File: src/rtl/gpg_spi_pkg.sv
// rtl/gpg_spi_pkg.sv - shared states, opcodes and helpers for the GoPiGo3 SPI command sequencer
package gpg_spi_pkg;

    typedef enum logic [2:0] {
        STARTUP   = 3'd0,
        IDLE      = 3'd1,
        SS_SETUP  = 3'd2,
        ISSUE     = 3'd3,
        WAIT_BUSY = 3'd4,
        WAIT_DONE = 3'd5,
        SS_HOLD   = 3'd6
    } state_t;

    localparam logic [7:0] OP_SET_LED       = 8'h06;
    localparam logic [7:0] OP_SET_MOTOR_DPS = 8'h0E;

    localparam logic [7:0] PORT_LEFT  = 8'h01;
    localparam logic [7:0] PORT_RIGHT = 8'h02;
    localparam logic [7:0] PORT_BOTH  = 8'h03;

    function automatic int max_of(input int a, input int b);
        return (a > b) ? a : b;
    endfunction

endpackage

File: src/rtl/gpg_spi_clkdiv.sv
// rtl/gpg_spi_clkdiv.sv - ena_2clk strobe generator, one pulse per CLK_DIV cycles, re-phased by i_clr
module gpg_spi_clkdiv
    import gpg_spi_pkg::*;
#(
    parameter int CLK_DIV = 12
) (
    input  logic clk,
    input  logic rst_n,
    input  logic i_clr,
    output logic o_ena
);

    localparam int W = (CLK_DIV > 1) ? $clog2(CLK_DIV) : 1;

    logic [W-1:0] r_cnt;

    // Free-running divider; a byte start restarts the phase so every byte sees the same timing.
    always_ff @(posedge clk or negedge rst_n) begin
        if (!rst_n) begin
            r_cnt <= '0;
        end else if (i_clr || (r_cnt == W'(CLK_DIV - 1))) begin
            r_cnt <= '0;
        end else begin
            r_cnt <= r_cnt + 1'b1;
        end
    end

    assign o_ena = (r_cnt == W'(CLK_DIV - 1));

endmodule

File: src/rtl/gpg_spi_cmd_seq.sv
// rtl/gpg_spi_cmd_seq.sv - GoPiGo3 SPI command sequencer; GPG_RSP_CAPTURE_EN adds pad-byte response capture
module gpg_spi_cmd_seq
    import gpg_spi_pkg::*;
#(
    parameter int         CLK_DIV      = 12,
    parameter int         STARTUP_CYC  = 500,
    parameter int         SS_SETUP_CYC = 64,
    parameter int         SS_HOLD_CYC  = 16,
    parameter int         MAX_PAYLOAD  = 4,
    parameter int         PAD_BYTES    = 2,
    parameter logic [7:0] GPG_ADDR     = 8'h08,
    parameter int         TMO_CYC      = 4096
) (
    input  logic                             clk,
    input  logic                             rst_n,
    input  logic                             cmd_valid,
    output logic                             cmd_ready,
    input  logic [7:0]                       cmd_op,
    input  logic [$clog2(MAX_PAYLOAD+1)-1:0] cmd_len,
    input  logic [8*MAX_PAYLOAD-1:0]         cmd_payload,
    input  logic                             busy_spi,
    input  logic [7:0]                       rx_spi,
    output logic                             start,
    output logic [7:0]                       data_spi,
    output logic                             ena_2clk,
    output logic                             SSBar,
    output logic                             done,
    output logic                             err_tmo
`ifdef GPG_RSP_CAPTURE_EN
    ,
    output logic [8*PAD_BYTES-1:0]           rsp_data,
    output logic                             rsp_valid
`endif
);

    localparam int LEN_W     = $clog2(MAX_PAYLOAD + 1);
    localparam int TOTAL_MAX = 2 + MAX_PAYLOAD + PAD_BYTES;
    localparam int IDX_W     = $clog2(TOTAL_MAX + 1);
    localparam int CNT_MAX   = max_of(STARTUP_CYC, max_of(SS_SETUP_CYC, SS_HOLD_CYC));
    localparam int CNT_W     = $clog2(CNT_MAX + 1);
    localparam int TMO_W     = $clog2(TMO_CYC + 1);

    state_t                   r_state;
    state_t                   w_state_nxt;
    logic [CNT_W-1:0]         r_cnt;
    logic [TMO_W-1:0]         r_tmo;
    logic [IDX_W-1:0]         r_idx;
    logic [IDX_W-1:0]         r_total;
    logic [7:0]               r_op;
    logic [LEN_W-1:0]         r_len;
    logic [8*MAX_PAYLOAD-1:0] r_payload;
    logic                     r_busy_rg;
    logic                     r_done;
    logic                     r_err;

    logic                     w_ena;
    logic                     w_start;
    logic                     w_ready;
    logic                     w_ssbar;
    logic                     w_accept;
    logic                     w_adv;
    logic                     w_done_nxt;
    logic                     w_err_nxt;
    logic                     w_cnt_last;
    logic                     w_tmo_hit;
    logic [LEN_W-1:0]         w_len_clamped;
    logic [7:0]               w_byte;

    gpg_spi_clkdiv #(
        .CLK_DIV (CLK_DIV)
    ) u_clkdiv (
        .clk   (clk),
        .rst_n (rst_n),
        .i_clr (w_start),
        .o_ena (w_ena)
    );

    assign w_len_clamped = (cmd_len > LEN_W'(MAX_PAYLOAD)) ? LEN_W'(MAX_PAYLOAD) : cmd_len;
    assign w_tmo_hit     = (r_tmo == TMO_W'(TMO_CYC - 1));

    // Terminal count of the shared delay counter for whichever timed state is active.
    always_comb begin
        w_cnt_last = 1'b0;
        case (r_state)
            STARTUP:  w_cnt_last = (r_cnt == CNT_W'(STARTUP_CYC - 1));
            SS_SETUP: w_cnt_last = (r_cnt == CNT_W'(SS_SETUP_CYC - 1));
            SS_HOLD:  w_cnt_last = (r_cnt == CNT_W'(SS_HOLD_CYC - 1));
            default:  w_cnt_last = 1'b0;
        endcase
    end

    // Frame byte selection: address, opcode, payload MSB byte first, then zero padding.
    always_comb begin
        w_byte = 8'h00;
        if (r_idx == '0) begin
            w_byte = GPG_ADDR;
        end else if (r_idx == IDX_W'(1)) begin
            w_byte = r_op;
        end else begin
            for (int k = 0; k < MAX_PAYLOAD; k++) begin
                if ((r_idx == IDX_W'(k + 2)) && (LEN_W'(k) < r_len)) begin
                    w_byte = r_payload[8*(MAX_PAYLOAD-1-k) +: 8];
                end
            end
        end
    end

    // Next-state and per-state strobes of the frame sequencer.
    always_comb begin
        w_state_nxt = r_state;
        w_start     = 1'b0;
        w_ready     = 1'b0;
        w_ssbar     = 1'b1;
        w_accept    = 1'b0;
        w_adv       = 1'b0;
        w_done_nxt  = 1'b0;
        w_err_nxt   = 1'b0;
        case (r_state)
            STARTUP: begin
                if (w_cnt_last) w_state_nxt = IDLE;
            end
            IDLE: begin
                w_ready = 1'b1;
                if (cmd_valid) begin
                    w_accept    = 1'b1;
                    w_state_nxt = SS_SETUP;
                end
            end
            SS_SETUP: begin
                w_ssbar = 1'b0;
                if (w_cnt_last) w_state_nxt = ISSUE;
            end
            ISSUE: begin
                w_ssbar = 1'b0;
                if (!r_busy_rg) begin
                    w_start     = 1'b1;
                    w_state_nxt = WAIT_BUSY;
                end
            end
            WAIT_BUSY: begin
                w_ssbar = 1'b0;
                if (r_busy_rg) begin
                    w_state_nxt = WAIT_DONE;
                end else if (w_tmo_hit) begin
                    w_err_nxt   = 1'b1;
                    w_state_nxt = IDLE;
                end
            end
            WAIT_DONE: begin
                w_ssbar = 1'b0;
                if (!r_busy_rg) begin
                    w_adv       = 1'b1;
                    w_state_nxt = ((r_idx + IDX_W'(1)) == r_total) ? SS_HOLD : ISSUE;
                end else if (w_tmo_hit) begin
                    w_err_nxt   = 1'b1;
                    w_state_nxt = IDLE;
                end
            end
            SS_HOLD: begin
                w_ssbar = 1'b0;
                if (w_cnt_last) begin
                    w_done_nxt  = 1'b1;
                    w_state_nxt = IDLE;
                end
            end
            default: w_state_nxt = STARTUP;
        endcase
    end

    // State register; reset always restarts the power-up delay.
    always_ff @(posedge clk or negedge rst_n) begin
        if (!rst_n) r_state <= STARTUP;
        else        r_state <= w_state_nxt;
    end

    // Delay counter for STARTUP / SS_SETUP / SS_HOLD, restarted on every state change.
    always_ff @(posedge clk or negedge rst_n) begin
        if (!rst_n) begin
            r_cnt <= '0;
        end else if (w_state_nxt != r_state) begin
            r_cnt <= '0;
        end else if ((r_state == STARTUP) || (r_state == SS_SETUP) || (r_state == SS_HOLD)) begin
            r_cnt <= r_cnt + 1'b1;
        end else begin
            r_cnt <= '0;
        end
    end

    // Watchdog on the SPI master handshake, restarted on every state change.
    always_ff @(posedge clk or negedge rst_n) begin
        if (!rst_n) begin
            r_tmo <= '0;
        end else if (w_state_nxt != r_state) begin
            r_tmo <= '0;
        end else if ((r_state == WAIT_BUSY) || (r_state == WAIT_DONE)) begin
            r_tmo <= r_tmo + 1'b1;
        end else begin
            r_tmo <= '0;
        end
    end

    // Command latch and byte index.
    always_ff @(posedge clk or negedge rst_n) begin
        if (!rst_n) begin
            r_op      <= '0;
            r_len     <= '0;
            r_payload <= '0;
            r_total   <= '0;
            r_idx     <= '0;
        end else if (w_accept) begin
            r_op      <= cmd_op;
            r_len     <= w_len_clamped;
            r_payload <= cmd_payload;
            r_total   <= IDX_W'(2) + IDX_W'(w_len_clamped) + IDX_W'(PAD_BYTES);
            r_idx     <= '0;
        end else if (w_adv) begin
            r_idx     <= r_idx + 1'b1;
        end
    end

    // Busy as seen at ena_2clk granularity: rises at once, falls only on an enable strobe.
    always_ff @(posedge clk or negedge rst_n) begin
        if (!rst_n)        r_busy_rg <= 1'b1;
        else if (busy_spi) r_busy_rg <= 1'b1;
        else if (w_ena)    r_busy_rg <= 1'b0;
    end

    // Completion pulses land in the first IDLE cycle, when SSBar is already high.
    always_ff @(posedge clk or negedge rst_n) begin
        if (!rst_n) begin
            r_done <= 1'b0;
            r_err  <= 1'b0;
        end else begin
            r_done <= w_done_nxt;
            r_err  <= w_err_nxt;
        end
    end

    assign cmd_ready = w_ready;
    assign start     = w_start;
    assign SSBar     = w_ssbar;
    assign ena_2clk  = w_ena;
    assign done      = r_done;
    assign err_tmo   = r_err;
    assign data_spi  = ((r_state == ISSUE) || (r_state == WAIT_BUSY) || (r_state == WAIT_DONE))
                       ? w_byte : 8'h00;

`ifdef GPG_RSP_CAPTURE_EN
    localparam int RSP_W = 8 * PAD_BYTES;

    logic [RSP_W-1:0] r_rsp;
    logic             r_rsp_valid;
    logic             w_pad_fall;

    assign w_pad_fall = (r_state == WAIT_DONE) && !r_busy_rg
                        && (r_idx >= (IDX_W'(2) + IDX_W'(r_len)));

    // Shift in slave response bytes; the first pad byte ends up in the MSB.
    always_ff @(posedge clk or negedge rst_n) begin
        if (!rst_n) begin
            r_rsp       <= '0;
            r_rsp_valid <= 1'b0;
        end else begin
            if (w_pad_fall) r_rsp <= (r_rsp << 8) | RSP_W'(rx_spi);
            r_rsp_valid <= w_done_nxt;
        end
    end

    assign rsp_data  = r_rsp;
    assign rsp_valid = r_rsp_valid;
`else
    logic [7:0] w_unused_rx;
    assign w_unused_rx = rx_spi;
`endif

endmodule

File: config.mk
export PLATFORM = sky130hd
export DESIGN_NAME = gpg_spi_cmd_seq
export DESIGN_NICKNAME = d
export VERILOG_FILES = /design/src/rtl/gpg_spi_pkg.sv /design/src/rtl/gpg_spi_clkdiv.sv /design/src/rtl/gpg_spi_cmd_seq.sv
export SDC_FILE = /design/constraint.sdc
export NUM_CORES = 1
export LEC_CHECK = 0
export ABC_AREA = 1
export CAP_MARGIN = 30
export CORE_UTILIZATION = 48
export CTS_CLUSTER_DIAMETER = 200
export CTS_CLUSTER_SIZE = 28
export DETAILED_ROUTE_END_ITERATION = 10
export GPL_TIMING_DRIVEN = 0
export HOLD_SLACK_MARGIN = 0.1
export PLACE_DENSITY_LB_ADDON = 0.05
export SLEW_MARGIN = 10
export SYNTH_ARGS = -nofsm -noshare
export SYNTH_HDL_FRONTEND = slang
export SYNTH_SLANG_ARGS = --single-unit
File: constraint.sdc
create_clock -name clk -period 5.33 [get_ports clk]
set_input_delay 1.599 -clock clk [delete_from_list [all_inputs] [get_ports clk]]
set_output_delay 1.599 -clock clk [all_outputs]
set_load 0.03 [all_outputs]
==> run summary <==
status: finished clean
final count of hold timing violations: 0
Post-Place Cell Area: 4850 um2
number of buffer cells added on primary ports: 60
cell internal power dissipation: 1.41 mW
Hold Crit Class: reg -> reg
count of yosys warnings during synthesis: 0
die width: 94.3 um
CP top delay family: buffers and inverters
all-layer global routing usage: 23.2%
type of the setup path with the least slack: reg -> out
Core Region: 8220 um2
mean routed wirelength per cell: 13.0 um
initial antenna violation count: 0
sequential fraction of design power: 39.5%
number of levels in the clock H-tree: 3
endpoint arrival time on the critical path: 2920 ps
drt first pass iters: 4
synthesized netlist net count: 598
highest fanout seen on the critical path: 8
post-synthesis cell type count: 27
clock transition time at the flip-flop clock pins of the worst setup and hold paths: 80 ps
crit path launch: r_idx[0]
root buf cell: sky130_fd_sc_hd__clkbuf_8
final worst clock skew: 12.2 ps
summed area of non-filler cells in the final layout: 5050 um2
number of placement rows: 33
GPL Wtd Cong: 0.857
Min Clock Period, post-route: 4520 ps
Power per Cell Area: 470 nW/um2
peak supply drop: 0.000189 V
Post CTS Setup Buffer Count: 0
launching point of the worst reg2reg path: r_idx[0]
post-synthesis cell area: 4090 um2
switching power: 0.966 mW
Leakage: 2.45 nW
worst slack on hold paths: 462 ps
die area: 8900 um2
global-route congestion overflow total: 0
pin count of the biggest net entering global routing: 59
peak clock frequency supported by timing: 221 MHz
Routed WL: 9.35 mm
number of primary I/O pins: 69
multi-input gate area in the final layout: 1830 um2
total area of sequential cells: 2000 um2
transition time at the pin with the least slew margin: 490 ps
pre-CTS WS: 1200 ps
Crit path buffers/inverters: 2
DRC violations left: 0
CTS-repair resized insts: 0
DPL Wire Length: 6.92 mm
starting density of the core: 49.8%
Final WS setup: 813 ps
Clk network pwr share: 19.7%
unrepaired setup endpoints after global routing: false
slowest stage cell on the critical path: sky130_fd_sc_hd__clkdlybuf4s50_1
number of standard cells after synthesis: 536
CTS buffer count: 9
antenna cells: 0
share of layout cells above drive strength 1: 9.64%
portion of the post-synthesis area used by sequential elements: 49.0%
Final Slew Violations: 0
vias in the first global route: 3580
Slew headroom: 67.4%
Critical Path Source Type: flip-flop
number of fillers in the final layout: 733
portion of total power attributed to combinational logic: 40.8%
area grow syn2layout: 23.5%
final worst path period share: 84.7%
clock tree from TritonCTS: built
cell-by-cell trace of the critical path: inv_1 > ha_1 > nand2_1 > nor2_1 > nand3_1 > nand4_1 > o21ai_0 > a21oi_1 > clkdlybuf4s50_1
wire length of the first global-routing pass: 15.9 mm
Post-CTS Hold Fix Bufs: 0
total power draw: 2.37 mW
Avg Vias per Cell: 5.09
FF+latch count, synth: 80
Die Ht: 94.3 um
capturing element type of the critical path: output port
commonest non-fill, non-tap cells in the layout: sky130_fd_sc_hd__nand2_1 (194), sky130_fd_sc_hd__dfrtp_1 (79), sky130_fd_sc_hd__clkdlybuf4s50_1 (59)
Switching Share: 40.7%
number of nets in the finished design: 670
highest cell delay on the worst timing path: 700 ps
Maximum Capacitance Violations: 0
number of design-rule violations left by the first detailed-router iteration: 103
mean instance size in the synthesized netlist: 7.63 um2
Finish-stage setup viols: 0
Sum Neg Setup Slack: 0 ps
number of nets with antenna violations after routing: 0
most common library cell in the layout ignoring fill and taps: sky130_fd_sc_hd__nand2_1
number of clock sinks: 80
hold path start: u_clkdiv.r_cnt[0]
DR vias: 3650
clock latency at the later pin of the worst-skew pair: 350 ps
data required time of the worst path: 3730 ps
maximum number of buffers from clock root to sink: 2
-- routing by layer --
layer	wire length (um)	track usage, %	vias to the layer above
met5	0	0	-
met4	273	11.4	0
met3	271	2.91	24
met2	4550	39.3	70
met1	4260	29.1	1707
li1	-	-	1849
-- worst reg2reg max path, cell delays in order (launching register included) --
cell,delay (ps)
sky130_fd_sc_hd__dfrtp_1,450
sky130_fd_sc_hd__inv_1,140
sky130_fd_sc_hd__ha_1,320
sky130_fd_sc_hd__inv_1,50
sky130_fd_sc_hd__a21oi_1,120
sky130_fd_sc_hd__nand3_1,70
sky130_fd_sc_hd__nor2_1,140
sky130_fd_sc_hd__nand3_1,120
sky130_fd_sc_hd__nand4_1,130
sky130_fd_sc_hd__nand3_2,120
sky130_fd_sc_hd__buf_6,190
sky130_fd_sc_hd__nor2_2,90
-- metrics by stage --
stage                     util (%)  std cells
after floorplan                  -        536
after global placement        58.7        701
after detailed placement      59.0        702
after CTS                     61.5        717
after global routing          61.5        717
final                         61.5        717
-- final timing paths --
kind	end	slack, ps	cells past startpoint
setup reg to reg	r_tmo[7]	3320	11
hold / removal	u_clkdiv.r_cnt[0]	460	1
hold reg to reg	u_clkdiv.r_cnt[0]	460	1
setup / recovery	data_spi[5]	810	9
max in group asynchronous	r_busy_rg	3540	2
min in group asynchronous	r_tmo[5]	1140	1
-- cell usage after synthesis --
cell	count	area share, %
sky130_fd_sc_hd__buf_6	2	0.55
sky130_fd_sc_hd__o211ai_1	1	0.18
sky130_fd_sc_hd__o21ai_0	35	4.3
sky130_fd_sc_hd__o22ai_1	1	0.15
sky130_fd_sc_hd__inv_2	3	0.28
sky130_fd_sc_hd__buf_2	4	0.49
sky130_fd_sc_hd__nand3_2	2	0.49
sky130_fd_sc_hd__nor2_2	24	3.7
sky130_fd_sc_hd__nand2_1	194	18
sky130_fd_sc_hd__nand3b_1	3	0.55
sky130_fd_sc_hd__xor2_1	1	0.21
sky130_fd_sc_hd__dfstp_2	1	0.64
sky130_fd_sc_hd__a21o_1	1	0.18
sky130_fd_sc_hd__o21bai_1	4	0.73
sky130_fd_sc_hd__o21ai_1	1	0.12
sky130_fd_sc_hd__nand3_1	41	5.0
sky130_fd_sc_hd__nor2_1	33	3.0
sky130_fd_sc_hd__or2_2	7	1.1
sky130_fd_sc_hd__o31ai_1	1	0.18
sky130_fd_sc_hd__inv_1	46	4.2
sky130_fd_sc_hd__nor3_1	4	0.49
sky130_fd_sc_hd__a21oi_1	20	2.4
sky130_fd_sc_hd__ha_1	7	2.1
sky130_fd_sc_hd__nand4_1	12	1.8
sky130_fd_sc_hd__dfrtp_1	79	48
sky130_fd_sc_hd__a211oi_1	1	0.18
sky130_fd_sc_hd__clkbuf_1	8	0.73
-- flip-flops by register name, summed over array words and instances (netlist names) --
name            flops
r_payload          32
u_clkdiv.r_cnt      4
r_cnt               9
r_idx               4
err_tmo             1
r_tmo              13
r_busy_rg           1
r_op                8
r_total             4
r_state             3
done                1
-- layout make-up --
type,instances,share of cell area [%]
Clock inverter,2,0.743
Sequential cell,80,39.6
Inverter,49,3.64
Tap cell,105,2.60
Buffer,14,1.44
Clock buffer,13,3.34
Multi-Input combinational cell,393,36.2
Timing Repair Buffer,61,12.4
-- power groups by stage --
| stage | logic [mW] | registers [mW] | clock network [mW] |
|---|---|---|---|
| finish | 0.969 | 0.938 | 0.467 |
| global route | 1.10 | 0.965 | 0.505 |
| CTS | 0.978 | 0.936 | 0.475 |
| detailed placement | 0.974 | 0.944 | 0 |
| global placement | 0.951 | 0.941 | 0 |
| floorplan | 0.705 | 0.907 | 0 |
-- cells by family (layout without fill, tap and decap cells) --
| logic type | after synthesis | in the layout | synth area share, % |
|---|---|---|---|
| and+or+nand+nor | 320 | 320 | 33.9 |
| DFF | 80 | 80 | 49.0 |
| adders and majority gates | 7 | 7 | 2.14 |
| AOI/OAI and AO/OA | 65 | 65 | 8.47 |
| xor gates and xnor gates | 1 | 1 | 0.214 |
| buffers and inverters | 63 | 139 | 6.27 |
Note: power is estimated with default switching activity, not from simulation.
